<file path="config.mk">
export PLATFORM = sky130hd
export DESIGN_NAME = one2two_demux
export DESIGN_NICKNAME = d
export VERILOG_FILES = /design/src/rtl/one2two_demux.sv
export SDC_FILE = /design/constraint.sdc
export NUM_CORES = 1
export LEC_CHECK = 0
export ABC_AREA = 1
export ABC_CLOCK_PERIOD_IN_PS = 2800
export CORE_UTILIZATION = 40
export DETAILED_ROUTE_END_ITERATION = 10
export GPL_TIMING_DRIVEN = 1
export PLACE_DENSITY_LB_ADDON = 0.1
export SLEW_MARGIN = 20
export SYNTH_ARGS = -nofsm -noshare
export SYNTH_HDL_FRONTEND = slang
export SYNTH_SLANG_ARGS = --single-unit
</file>
<file path="constraint.sdc">
create_clock -name clk -period 2.8 [get_ports clk]
set_input_delay 0.28 -clock clk [delete_from_list [all_inputs] [get_ports clk]]
set_output_delay 0.28 -clock clk [all_outputs]
set_load 0.02 [all_outputs]
</file>
<file path="src/rtl/one2two_demux.sv">
// One-to-two registered demultiplexer: steers an 8-bit stream to one of two
// per-port FIFOs so a stalled consumer only blocks bytes aimed at its own port.

module one2two_demux_fifo #(
    parameter int unsigned WIDTH = 8,
    parameter int unsigned DEPTH = 4,
    parameter int unsigned AW    = $clog2(DEPTH)
) (
    input  logic             clk,
    input  logic             rst_n,
    input  logic             push,
    input  logic [WIDTH-1:0] wdata,
    input  logic             pop_ready,
    output logic             valid,
    output logic [WIDTH-1:0] data,
    output logic [AW:0]      cnt,
    output logic             full
);

    logic [WIDTH-1:0] mem [DEPTH];
    logic [AW-1:0]    rptr_q;
    logic [AW-1:0]    wptr_q;
    logic [AW:0]      cnt_q;
    logic [WIDTH-1:0] data_q;

    logic             pop;
    logic [AW-1:0]    rptr_n;
    logic [AW-1:0]    wptr_n;
    logic [AW:0]      cnt_n;
    logic [AW:0]      remain;
    logic [WIDTH-1:0] data_n;

    assign valid = (cnt_q != '0);
    assign full  = (cnt_q == (AW+1)'(DEPTH));
    assign cnt   = cnt_q;
    assign data  = data_q;

    // Next pointers, occupancy and the head value that becomes visible next cycle
    always_comb begin
        pop    = valid && pop_ready;
        rptr_n = pop  ? rptr_q + AW'(1) : rptr_q;
        wptr_n = push ? wptr_q + AW'(1) : wptr_q;
        cnt_n  = cnt_q + (AW+1)'(push) - (AW+1)'(pop);
        remain = cnt_q - (AW+1)'(pop);
        data_n = data_q;
        if (remain != '0) begin
            data_n = mem[rptr_n];
        end else if (push) begin
            data_n = wdata;
        end
    end

    // Storage, pointers and registered head
    always_ff @(posedge clk or negedge rst_n) begin
        if (!rst_n) begin
            for (int i = 0; i < int'(DEPTH); i++) begin
                mem[i] <= '0;
            end
            rptr_q <= '0;
            wptr_q <= '0;
            cnt_q  <= '0;
            data_q <= '0;
        end else begin
            if (push) begin
                mem[wptr_q] <= wdata;
            end
            rptr_q <= rptr_n;
            wptr_q <= wptr_n;
            cnt_q  <= cnt_n;
            data_q <= data_n;
        end
    end

endmodule

module one2two_demux #(
    parameter int unsigned WIDTH = 8,
    parameter int unsigned DEPTH = 4,
    parameter int unsigned AW    = $clog2(DEPTH)
) (
    input  logic             clk,
    input  logic             rst_n,
    input  logic             in_valid,
    output logic             in_ready,
    input  logic [WIDTH-1:0] in_data,
    input  logic             in_sel,
    output logic             out0_valid,
    input  logic             out0_ready,
    output logic [WIDTH-1:0] out0_data,
    output logic             out1_valid,
    input  logic             out1_ready,
    output logic [WIDTH-1:0] out1_data,
    output logic [AW:0]      cnt0,
    output logic [AW:0]      cnt1
);

    logic run_q;
    logic full0;
    logic full1;
    logic push0;
    logic push1;

    // Holds in_ready low through reset and until the first edge after release
    always_ff @(posedge clk or negedge rst_n) begin
        if (!rst_n) begin
            run_q <= 1'b0;
        end else begin
            run_q <= 1'b1;
        end
    end

    // Ready follows the selected port's registered fullness only
    always_comb begin
        in_ready = run_q && (in_sel ? !full1 : !full0);
        push0    = in_valid && in_ready && !in_sel;
        push1    = in_valid && in_ready &&  in_sel;
    end

    one2two_demux_fifo #(.WIDTH(WIDTH), .DEPTH(DEPTH), .AW(AW)) u_fifo0 (
        .clk       (clk),
        .rst_n     (rst_n),
        .push      (push0),
        .wdata     (in_data),
        .pop_ready (out0_ready),
        .valid     (out0_valid),
        .data      (out0_data),
        .cnt       (cnt0),
        .full      (full0)
    );

    one2two_demux_fifo #(.WIDTH(WIDTH), .DEPTH(DEPTH), .AW(AW)) u_fifo1 (
        .clk       (clk),
        .rst_n     (rst_n),
        .push      (push1),
        .wdata     (in_data),
        .pop_ready (out1_ready),
        .valid     (out1_valid),
        .data      (out1_data),
        .cnt       (cnt1),
        .full      (full1)
    );

endmodule

</file>
Word-level counts from Yosys, hierarchy flattened
Index checks and enable logic that the tools add are counted.
Operators by class
  reduce and logical (&&, ||, !) cells: 17
  eq/ne operators: 2
  $lt $le $gt $ge: 6
  $add $sub $neg: 10
  bitwise gates (word level): 4
  multiplexer cells: 19
Operators by type and width (count)
  $mux W8: 10
  $bwmux W32: 2
  $bmux W8 S2: 2
  $demux W8 S2: 2
  $ge A3 B3 Y1 const B: 4
  $not A2 Y3: 4
  $reduce_bool A3 Y1: 4
  $sub A3 B1 Y3: 4
  $add A2 B1 Y2 const B: 4
  $logic_and A1 B1 Y1: 8
  $add A3 B1 Y3: 2
  $eq A3 B3 Y1 const B: 2
  $lt A3 B1 Y1 const B: 2
  $mux W2: 2
  $reduce_bool A2 Y1: 2
  $logic_not A1 Y1: 3
  $mux W1: 1
Storage, ports and cells
  logic and storage cells: 75
  flip-flop bits (word level): 95
  input bits: 14

Logic depth before layout (Yosys ltp)
  word-level depth: 8
  mapped depth: 14
  mapped depth without buffers: 14

Modules after synthesis
From an unflattened synthesis, not the netlist that was laid out.
Second synthesis, totals
  cells, all modules: 624
  area total of the unflattened synthesis: 5022.3 sq um
By module, submodules not included
  one2two_demux_fifo (u_fifo0): instances 1, sequential area each 1176.1 sq um, cells each 312, area each 2503.7 sq um
  one2two_demux_fifo (u_fifo1): instances 1, sequential area each 1176.1 sq um, cells each 303, area each 2448.6 sq um
  one2two_demux: instances 1, sequential area each 25.0 sq um, cells each 9, area each 70.1 sq um

Worst setup path after synthesis
No wires, ideal clock.
  path kind: reg2reg
  start: register u_fifo1.cnt_q[1] (netlist: u_fifo1.cnt[1])
  end: register u_fifo1.data_q[0] (netlist: u_fifo1.data[0])
  path slack: 0.504 ns
  path buffers: 1
  stages on the path, launching flop included: 13
  clock period less this slack: 2.296 ns
  arrival time: 2.180 ns
  data required time: 2.683 ns
  cell sequence: dfrtp_1 nor2_2 nand2_4 nand2_4 inv_1 ha_1 ha_1 nand2_1 nor3_4 buf_4 inv_1 nand2_1 nand2_1
Between the ends
  longest elaborated chain between the ends: 8
  elaborated cells on any way between the ends: 17
Ends and longest elaborated chain
  start: declaration: line 23  | logic [AW:0] cnt_q;
  start signal: assignment: line 69  | cnt_q <= cnt_n;
  $reduce_bool A3 Y1 (*): line 33  | assign valid = (cnt_q != '0);
  named net out1_valid: line 90  | output logic out1_valid,
  $logic_and A1 B1 Y1 (*): line 40  | pop = valid && pop_ready;
  $mux W2: line 41  | rptr_n = pop ? rptr_q + AW'(1) : rptr_q;
  $not A2 Y3 (not written as such): line 47  | data_n = mem[rptr_n];
  $bmux W8 S2: line 47
  $mux W8 (not written as such) (2 in series): line 47
  $mux W8: line 46  | if (remain != '0) begin
  end signal: assignment: line 70  | data_q <= data_n;
  end: declaration: line 24  | logic [WIDTH-1:0] data_q;
Mark *: on every way through the listed nets, which the timed path passes. The rest lies on a longest branch. The select of a mux whose other input is x is not followed.
A chain may end at the register's enable or synchronous reset.

Worst setup path in the final report
  start: register u_fifo1.cnt_q[1] (netlist: u_fifo1.cnt[1])
  end: register u_fifo1.data_q[5] (netlist: u_fifo1.data[5])
Between the ends
  longest elaborated chain between the ends: 8
  elaborated cells on any way between the ends: 17
Ends and longest elaborated chain (line)
  $reduce_bool A3 Y1: 33
  $logic_and A1 B1 Y1: 40
  $mux W2: 41
  $not A2 Y3 (not written as such): 47
  $bmux W8 S2: 47
  $mux W8 (not written as such) (2 in series): 47
  $mux W8: 46
Several ways; a longest one is shown, not always the timed one. The select of a mux whose other input is x is not followed.

==> results by stage <==
Outcome:
- The run finished with clean final reports.

CTS:
- The tree is rooted in a sky130_fd_sc_hd__clkbuf_16.
- The longest clock path from root to sink contains 2 buffers.
- TritonCTS built the clock tree.
- The number of buffers created by CTS is 9.
- Buffers added to address setup during post-CTS repair amount to 0.
- The deepest level of the CTS H-tree is 3.
- The post-CTS clock slew at the launch and capture registers of the worst setup and hold paths is 70 ps.
- The worst-skew pair later-pin latency is 340 ps.
- The total clock sinks is 95.

Route:
- The number of routed nets with antenna violations is 0.
- For this run, design rule violations remaining after detail routing come to 0.
- The routed wirelength normalized by instance count is 14.9 um.
- The detailed router placed 4,075 vias in this run.
- In this run, the number of DRC markers left after iteration 0 of detailed routing was 201.
- The total wire length is 12,500 um.
- Using the TritonRoute via totals, the vias-per-cell ratio works out to 4.86.
- Before antenna repair, the detailed router went through 5 iterations.

Floorplan:
- The placeable core region is 12,300 um^2.
- The floorplan has 40 rows.
- The die is 115 um wide.
- The area enclosed by the die boundary is 13,300 um^2.
- The floorplan step set the die height to 115 um.
- For this configuration, the core starts out at a cell density of 0.418.
- The I/O pin count is 39.

STA:
- The minimum clock period after layout is 2280 ps.
- The number of hold-slack violations in the final timing report is 0.
- The total setup violations reported at the end of the flow is 0.
- Setup repair after global routing left no endpoint under its margin.
- For this run, the top clock speed supported by timing is 439 MHz.
- The share of the clock period used by the worst path is 0.814.
- The measured slew at the worst slew-check pin is 636 ps.
- Clock skew on the completed layout was measured at 6.37 ps.
- In the final timing run, aggregate negative setup slack is 0 ps.
- The number of max-slew violations in the final report came to 0.
- The max-slew headroom at the worst pin is 0.574.

Power:
- Summed over all cells, the static leakage comes to 0.00295 uW.
- The power density normalized to cell area is 1210 nW/um^2.
- IR analysis of the VDD net gives a maximum drop of 0.000357 V.

Final layout:
- At the end of the flow the core is filled with cells to 0.482.
- The count of antenna diodes in the layout is 0.
- The number of fillers in the final layout is 1,216.
- The fraction of final layout cells with drive strength greater than 1 is 0.0940.
- The count of nets after finishing is 697.
- Compared with the post-synthesis result, the final layout area differs by 15.3%.

Critical path:
- Of all nets on the critical path, the largest fanout is 17.
- The cell type of the slowest stage on the worst timing path is sky130_fd_sc_hd__dfrtp_1.
- The endpoint type of the worst setup path is a flip-flop.
- The worst register-to-register path ends at u_fifo1.data[5]$_DFFE_PN0P_.
- The kind of critical path is reg -> reg.
- The cell seen most often among critical-path stages is sky130_fd_sc_hd__nand2_1.
- The worst reg-to-reg setup slack is 520 ps.
- The kind of start point of the critical path is a flip-flop.
- The source of the worst register-to-register timing path is u_fifo1.cnt[1]$_DFF_PN0_.
- STA puts the critical path data required time at 3030 ps.
- The peak per-stage delay on the critical path is 430 ps.
- The number of cells on the worst reg-to-reg path is 12.
- The worst endpoint data arrival time is 2510 ps.
- The signal on the critical path passes through nor2_2 -> nand2_4 -> nand2_4 -> inv_1 -> ha_1 -> ha_1 -> nand2_1 -> nor3_4 -> buf_4 -> inv_1 -> nand2_1 -> nand2_1.
- In this run the worst setup path begins at u_fifo1.cnt[1]$_DFF_PN0_.

Global route:
- The initial antenna violation count is 0.
- Entering global routing, the biggest net connects 75 pins.
- The first-pass GRT wire length is 20,400 um.
- The total overflow left after global routing is 0.
- The number of global-route vias before repair is 3,942.
- Across every metal layer, demand over resource in global routing totals 0.205.

Synthesis:
- The net count after synthesis is 667.
- The complex-gate fraction of the synthesized area is 0.0772.
- The basic-gate share of the synthesized area counting and, or, nand and nor cells is 0.277.
- Yosys mapped a number of flops with a built-in enable equal to 0.
- The synthesized instance count is 635.
- The average footprint of a synthesized cell is 8.06 um^2.
- The total of flip-flops plus latches after synthesis is 95.
- Ranked by total cell area, the synthesized netlist is headed by sky130_fd_sc_hd__dfrtp_1 (46%), sky130_fd_sc_hd__nand2_1 (12%), sky130_fd_sc_hd__inv_1 (8.6%).
- Of the total synthesized cell area, the portion taken by XOR and XNOR cells is 0.00855.
- The register area share after synthesis is 0.464.
- The largest area contributor in the netlist is sky130_fd_sc_hd__dfrtp_1.
- The mux contribution to synthesized area is 0.
- The post-synthesis instance area is 5120 um^2.
- The top cell type's share of synthesized area is 0.464.
- In the post-synthesis netlist, the cell with the most instances is sky130_fd_sc_hd__nand2_1.
- By area, the combinational part of the netlist is dominated by simple AND/OR/NAND/NOR gates.
- Yosys mapped the design onto 30 distinct sky130hd cell types.
- For this run, the number of Yosys warnings is 0.
- The fraction of synthesis flops using an asynchronous set or reset pin is 1.00.
- The post-synthesis share of cell area spent on full adders, half adders and majority gates is 0.0469.
- For this run, the leading register cell type out of synthesis is sky130_fd_sc_hd__dfrtp_1.
- In the synthesized netlist, the cells that appear most often are sky130_fd_sc_hd__nand2_1 (159), sky130_fd_sc_hd__inv_1 (118), sky130_fd_sc_hd__dfrtp_1 (95).

Placed design:
- Detailed placement ended at an HPWL of 8410 um.
- The number of buffer cells added on primary ports is 38.
- The placer congestion estimate is 0.771.

Min path:
- The path class of the tightest hold or removal check is in -> async.

Flow run:
- The reported max-cap violation count is 0.
==> final cells by class <==
cell class / count / area [um^2] / share of cell area
sequential: 95 / 2380 / 0.403
multi-input combinational: 393 / 2100 / 0.356
inverter: 122 / 458 / 0.0775
timing repair buffer: 44 / 438 / 0.0742
clock buffer: 9 / 225 / 0.0381
tap: 168 / 210 / 0.0356
clock inverter: 7 / 96.3 / 0.0163
==> kinds of logic after synthesis <==
family / Yosys count
flops: 95
other cells: 1
simple gates: 292
fa+ha+maj: 18
xor+xnor: 5
buf+inv: 147
compound gates: 77
==> layout by cell type, fill, tap and decap left out, drive strengths merged, types with 3 or more instances in the layout <==
master,instances
o21ai,67
a21oi,9
clkinv,4
ha,16
nand4,10
nor2,26
nand2,178
clkdlybuf4s50,37
dfrtp,95
nand3,77
buf,6
xor2,3
inv,123
clkbuf,9
==> how the worst max path moves through the flow <==
stage | to | depth (start not counted)
global route | u_fifo1.data[0]$_DFFE_PN0P_ | 12
global placement | u_fifo0.data[6]$_DFFE_PN0P_ | 11
detailed placement | u_fifo1.data[1]$_DFFE_PN0P_ | 11
finish | u_fifo1.data[5]$_DFFE_PN0P_ | 12
CTS | u_fifo1.data[1]$_DFFE_PN0P_ | 12
floorplan | u_fifo1.data[0]$_DFFE_PN0P_ | 12
==> state kept, by name, summed over array words and instances (netlist names) <==
| signal | cells |
|---|---|
| u_fifo0.wptr_q | 2 |
| u_fifo0.rptr_q | 2 |
| u_fifo1.cnt | 3 |
| u_fifo1.mem | 32 |
| u_fifo0.mem | 32 |
| u_fifo1.wptr_q | 2 |
| u_fifo0.cnt | 3 |
| u_fifo1.data | 8 |
| u_fifo1.rptr_q | 2 |
| u_fifo0.data | 8 |
| run_q | 1 |
==> metrics by stage <==
step / instance area, um^2 / hold WS (ps) / setup slack [ps] / total power (uW) / cells
3_5_place_dp: 5570 / 198 / 454 / 5850 / 821
4_1_cts: 5910 / 384 / 493 / 7230 / 838
5_1_grt: 5910 / 402 / 317 / 7770 / 838
6_report: 5910 / 375 / 520 / 7170 / 838
3_3_place_gp: 5570 / 193 / 503 / 5750 / 821
2_1_floorplan: 5120 / -15.6 / 504 / 4820 / 635
==> power breakdown <==
| part | total [uW] | switching (uW) | leakage [uW] | internal (uW) |
|---|---|---|---|---|
| sequential | 2390 | 303 | 0.00112 | 2090 |
| combinational | 3440 | 2190 | 0.00167 | 1240 |
| clock | 1340 | 553 | 0.000160 | 787 |
==> per-layer routing <==
| metal | GRT usage | part of all wire | vias up |
|---|---|---|---|
| li1 | - | - | 2018 |
| met1 | 0.309 | 0.51 | 1927 |
| met2 | 0.297 | 0.42 | 118 |
| met3 | 0.0380 | 0.054 | 12 |
| met4 | 0.0641 | 0.016 | 0 |
| met5 | 0 | 0 | - |
==> repair_timing <==
item | CTS | global route
hold buffers | 1 | 0
hold endpoints to repair | 21 | 0
resized for setup | 0 | 0
==> worst max-delay path: cells and delay by family, from the launching register on <==
kind / cells / cell delay [ps]
fa+ha+maj: 2 / 440
buf+inv: 3 / 450
flops: 1 / 430
simple gates: 7 / 850
Power figures use the tool's default switching activity.
==> RTL edit 1, RTL diff (same settings) <==
Take the reset off `data_q` and load it in a clocked block of its own.
--- a/src/rtl/one2two_demux.sv
+++ b/src/rtl/one2two_demux.sv
@@ -61,3 +61,2 @@
             cnt_q  <= '0;
-            data_q <= '0;
         end else begin
@@ -69,4 +68,7 @@
             cnt_q  <= cnt_n;
-            data_q <= data_n;
         end
+    end
+
+    always_ff @(posedge clk) begin
+        data_q <= data_n;
     end
Formal check against the unedited RTL: differs if rst_n is asserted again (counterexample within 4 cycles, from zero or initial values and one cycle with rst_n low); with rst_n held inactive, the same outputs for 10 cycles.
==> RTL edit 1 against the unedited design <==
The run now ends with design-rule violations, negative hold slack left. Sequential cell count stayed put. Routed wire length is 14% lower. Setup slack worse by 190 ps. Critical endpoint is now u_fifo0.data[0]. Power is 1.3% lower. Design area is 3.7% lower. Synthesized area is 6.5% lower.
==> RTL edit 1: results (changes against the unedited design) <==
Placement
  – Dpl hpwl: 7.403 mm (-12%)
  – Final weighted congestion in routability-driven placement: 0.7585 (-1.6%)
  – Pre-CTS worst setup slack: 313.9 ps (-140.1 ps)

Synthesis
  – Count of different cell masters after synthesis: 24 (-20%)
  – Cells taking the most area after synthesis: dfrtp_1 (41%), nand2_1 (14%), edfxtp_1 (10%), inv_1 (8.2%), nand3_1 (7.8%)
  – Asr flop ratio synth: 83.16% (-17 points)
  – Synth Net Count: 616 (-7.6%)

GRT
  – GRT Overall Usage: 18.91% (-1.6 points)
  – Pin count of the biggest net entering global routing: 80 (+6.7%)

Drt
  – Via count: 3794 (-6.9%)
  – Iteration count of the initial detailed-routing pass: 8 (+3)
  – Routed Wire Length: 10.79 mm (-14%)
  – DRC violations left: 8 (+8)

Cells and area
  – Final-stage net count: 661 (-5.2%)
  – Share of cells above drive strength 1: 6.309% (-3.1 points)
  – # fillers: 1132 (-6.9%)

STA
  – Setup clock skew after layout: 7.280 ps (+0.9136 ps)
  – Final Hold Violating Endpoints: 38 (+38)
  – Worst Hold Margin: -28.55 ps (-403.2 ps)

Critical path
  – Launching instance or port of the critical path: u_fifo0.cnt[1]
  – FF-to-FF setup slack: 330 ps (-190 ps)
  – Number of cells on the worst reg-to-reg path: 10 (-2)
  – Critical path fanouts, max: 9 (-8)
  – Crit path arrival time: 2500 ps (about the same)

Power and ir drop
  – Switching portion of total power: 39.95% (-2.6 points)

Run status
  – Violated checks: design-rule violations, negative hold slack
  – Result of the run: finished, violations left

Clock tree
  – Worst-skew pair later-pin latency: 360 ps (+20 ps)
RTL edit 1: changes by cell type in the layout (fill, tap and decap cells not counted), sizes merged, moves of 2 or more:
cell / unedited run / this run
a21oi: 9 / 0
buf: 6 / 12
clkbuf: 9 / 13
clkinv: 4 / 2
dfrtp: 95 / 79
edfxtp: 0 / 16
inv: 123 / 105
nand2: 178 / 190
nand4: 10 / 0
nor2: 26 / 9
RTL edit 1: layout make-up:
class / instances / share of cell area, %
inverters: 106 / 6.998
well taps: 143 / 3.147
clock inverters: 3 / 0.7702
flip-flops and latches: 95 / 43.22
multi-input cells: 368 / 32.55
clock buffers: 13 / 5.150
repair buffers: 49 / 8.165
RTL edit 1: cells by family (layout without fill, tap and decap cells):
| kind of cell | count (synthesis) | after routing | share of synthesized area [%] |
|---|---|---|---|
| buf+inv | 121 | 171 | 10.06 |
| flops | 95 | 95 | 51.31 |
| other cells | 1 | 1 | 0.07829 |
| simple gates | 277 | 277 | 25.55 |
| xor+xnor | 6 | 6 | 1.097 |
| fa+ha+maj | 18 | 18 | 5.016 |
| compound gates | 66 | 66 | 6.896 |
RTL edit 1: metal layers:
| layer | track usage (%) | share of wire (%) | up-vias |
|---|---|---|---|
| li1 | - | - | 1904 |
| met3 | 2.831 | 4.2 | 14 |
| met5 | 0 | 0 | - |
| met2 | 28.25 | 44 | 84 |
| met4 | 9.279 | 2.1 | 0 |
| met1 | 26.91 | 50 | 1792 |
RTL edit 1: worst max-delay path by stage:
stage,to,slack (ps),cells after the start
finish,u_fifo0.data[0],330,10
global route,u_fifo0.data[2],100,10
CTS,u_fifo0.data[5],300,10
detailed placement,u_fifo0.data[5],310,10
global placement,u_fifo0.data[5],350,10
floorplan,u_fifo0.data[6],270,11
RTL edit 1: worst max-delay path: stages, from the launching register on:
cell     delay [ps]
dfrtp_1         450
nor2_1          200
nand2_1         140
nand2_1         120
inv_1            70
ha_1            180
ha_1            270
nand2_1          60
nor3_2          210
buf_4           200
nand2_1         260
RTL edit 1: power groups by stage:
stage / registers (W) / clock network (W) / logic (W)
2_1_floorplan: 0.00270 / 0 / 0.00199
3_3_place_gp: 0.00257 / 0 / 0.00310
3_5_place_dp: 0.00258 / 0 / 0.00317
4_1_cts: 0.00256 / 0.00141 / 0.00318
5_1_grt: 0.00264 / 0.00145 / 0.00359
6_report: 0.00256 / 0.00137 / 0.00315
RTL edit 1: through the flow:
stage	utilization (%)	area (um^2)	std cells	total power (W)
floorplan	-	4790	584	0.004698
global placement	46.22	5345	761	0.005670
detailed placement	46.22	5345	761	0.005741
CTS	49.13	5682	777	0.007147
global route	49.16	5685	777	0.007685
finish	49.16	5685	777	0.007074
==> RTL edit 2, RTL diff (same flow settings) <==
Without the edit above. `DEPTH` is set to 4 in 2 places; all go to 8.
--- a/src/rtl/one2two_demux.sv
+++ b/src/rtl/one2two_demux.sv
@@ -5,3 +5,3 @@
     parameter int unsigned WIDTH = 8,
-    parameter int unsigned DEPTH = 4,
+    parameter int unsigned DEPTH = 8,
     parameter int unsigned AW    = $clog2(DEPTH)
@@ -77,3 +77,3 @@
     parameter int unsigned WIDTH = 8,
-    parameter int unsigned DEPTH = 4,
+    parameter int unsigned DEPTH = 8,
     parameter int unsigned AW    = $clog2(DEPTH)
Ports: changed (resized cnt0 and cnt1); port bits go from 39 to 41. No check against the original RTL was run, so the function may have changed too.
==> RTL edit 2 against the unedited design <==
Routed wire length is 83% higher. Setup slack worse by 220 ps. Synthesized area is 66% higher. Via count is 68% higher. Count of clock-buffer cells in the layout is 8 higher. Final cell count is 63% higher. Power is 66% higher. Sequential cell count is 70 higher. Global-route usage is 1.8 points higher. Design area is 67% higher.
==> RTL edit 2: results (changes against the unedited design) <==
Cells and area
  – Number of non-filler instances in the completed layout: 1367 (+63%)
  – Share of cells above drive strength 1: 9.298% (-0.10 points)
  – # fillers: 2068 (+70%)
  – Largest registers: u_fifo0.mem (64), u_fifo1.mem (64)

Synthesis
  – Most common library cells after synthesis: nand2_1 (229), nand3_1 (173), dfrtp_1 (165)
  – Share of the yosys chip area belonging to registers: 48.59% (+2.2 points)
  – Synth Net Count: 1068 (+60%)
  – Count of different cell masters after synthesis: 32 (+6.7%)
  – Post-synthesis share of cell area spent on full adders, half adders and majority gates: 3.858% (-0.83 points)
  – Synth warnings: 0 (unchanged)
  – Cells taking the most area after synthesis: dfrtp_1 (49%), nand3_1 (10%), nand2_1 (10%), inv_1 (6.8%), o21ai_0 (5.8%)
  – Synth Area in XOR/XNOR: 1.134% (+0.28 points)

GRT
  – GRT Overall Usage: 22.34% (+1.8 points)
  – Pin count of the biggest net entering global routing: 63 (-16%)
  – Global-route wire length before repair: 37.18 mm (+82%)

Clock tree
  – H-tree levels: 4 (+1)
  – Worst-skew pair later-pin latency: 440 ps (+100 ps)
  – Number of buffers added by the clock tree synthesis step: 17 (+8)

Critical path
  – Stage delay of the slowest cell on the critical path: 400 ps (-30 ps)
  – Critical path fanouts, max: 10 (-7)
  – Family of cells with the greatest summed delay on the critical path: buffers and inverters
  – FF-to-FF setup slack: 300 ps (-220 ps)

Power and ir drop
  – Leakage power of the design: 4.681 nW (+59%)
  – Sequential group share of total power: 35.4% (+2.0 points)
  – Total Power Consumption: 0.01192 W (+66%)
  – Clock group share of total power: 19.1% (+0.4 points)
  – Power spent charging and discharging nets: 0.005130 W (+68%)
  – Peak supply drop: 0.5741 mV (+61%)

Drt
  – Iteration count of the initial detailed-routing pass: 7 (+2)
  – DR iter-0 viols: 581 (+190%)
  – Via count: 6853 (+68%)
  – Routed Wire Length: 22.95 mm (+83%)

STA
  – Max-slew headroom: 45.52% (-12 points)
  – Worst Hold Margin: 378.7 ps (+4.032 ps)
  – Setup clock skew after layout: 14.18 ps (+7.817 ps)
  – Achievable frequency: 400.7 MHz (-8.6%)

Placement
  – Pre-CTS worst setup slack: 200.5 ps (-253.6 ps)
  – Port Buffers: 40 (+5.3%)
  – Placed Instance Area: 9294 um^2 (+67%)
  – Final weighted congestion in routability-driven placement: 0.8219 (+6.6%)

Run status
  – Result of the run: finished clean
## RTL edit 2: cell types whose count changed after synthesis, sizes merged, moves of 5 or more
cell,change
nand3,+98
o21ai,+76
dfrtp,+70
nand2,+51
inv,+36
clkbuf,+21
a21oi,+15
nor4,+8
ha,+7
nor2,+6
xor2,+5
## RTL edit 2: timing repair
action / CTS / global route
gates resized for setup: 0 / 3
hold buffers: 1 / 0
hold endpoints to repair: 53 / 0
endpoints found under the setup margin: 0 / 3
## RTL edit 2: final timing paths
| kind | endpoint | depth (start not counted) |
|---|---|---|
| hold reg to reg | u_fifo1.mem[43] | 2 |
| setup / recovery | u_fifo0.data[1] | 15 |
| max in group asynchronous | u_fifo1.mem[19] | 3 |
| min in group clk | u_fifo1.mem[43] | 2 |
| setup reg to reg | u_fifo0.data[1] | 15 |
| hold / removal | u_fifo1.rptr_q[2] | 2 |
## RTL edit 2: layer usage
layer / wire length, um / GRT usage [%] / share of wire, % / up-vias
met1: 11150 / 30.93 / 49 / 3271
met3: 681 / 3.673 / 3.0 / 24
met5: 0 / 0 / 0 / -
li1: - / - / - / 3438
met4: 306 / 6.443 / 1.3 / 0
met2: 10810 / 36.04 / 47 / 120
## RTL edit 2: worst reg2reg max path, cell delays in order (launching register included)
cell     delay [ps]
dfrtp_1         400
inv_1           170
ha_1            180
nand2_1         110
nand2_2         150
inv_1           110
ha_1            210
inv_1            70
nand2_1          50
nand2_1          60
xor2_1          170
nor2_1           70
buf_4           170
inv_1           220
nand3_1         120
a21oi_1         150
## RTL edit 2: final cells by class
class                      count  area, um^2  area share, %
inverter                     159       601.8          6.095
timing repair buffer          79       709.4          7.184
tap                          270       337.8          3.421
clock inverter                15       140.1          1.419
sequential                   165        4129          41.81
multi-input combinational    662        3531          35.76
clock buffer                  17       425.4          4.308
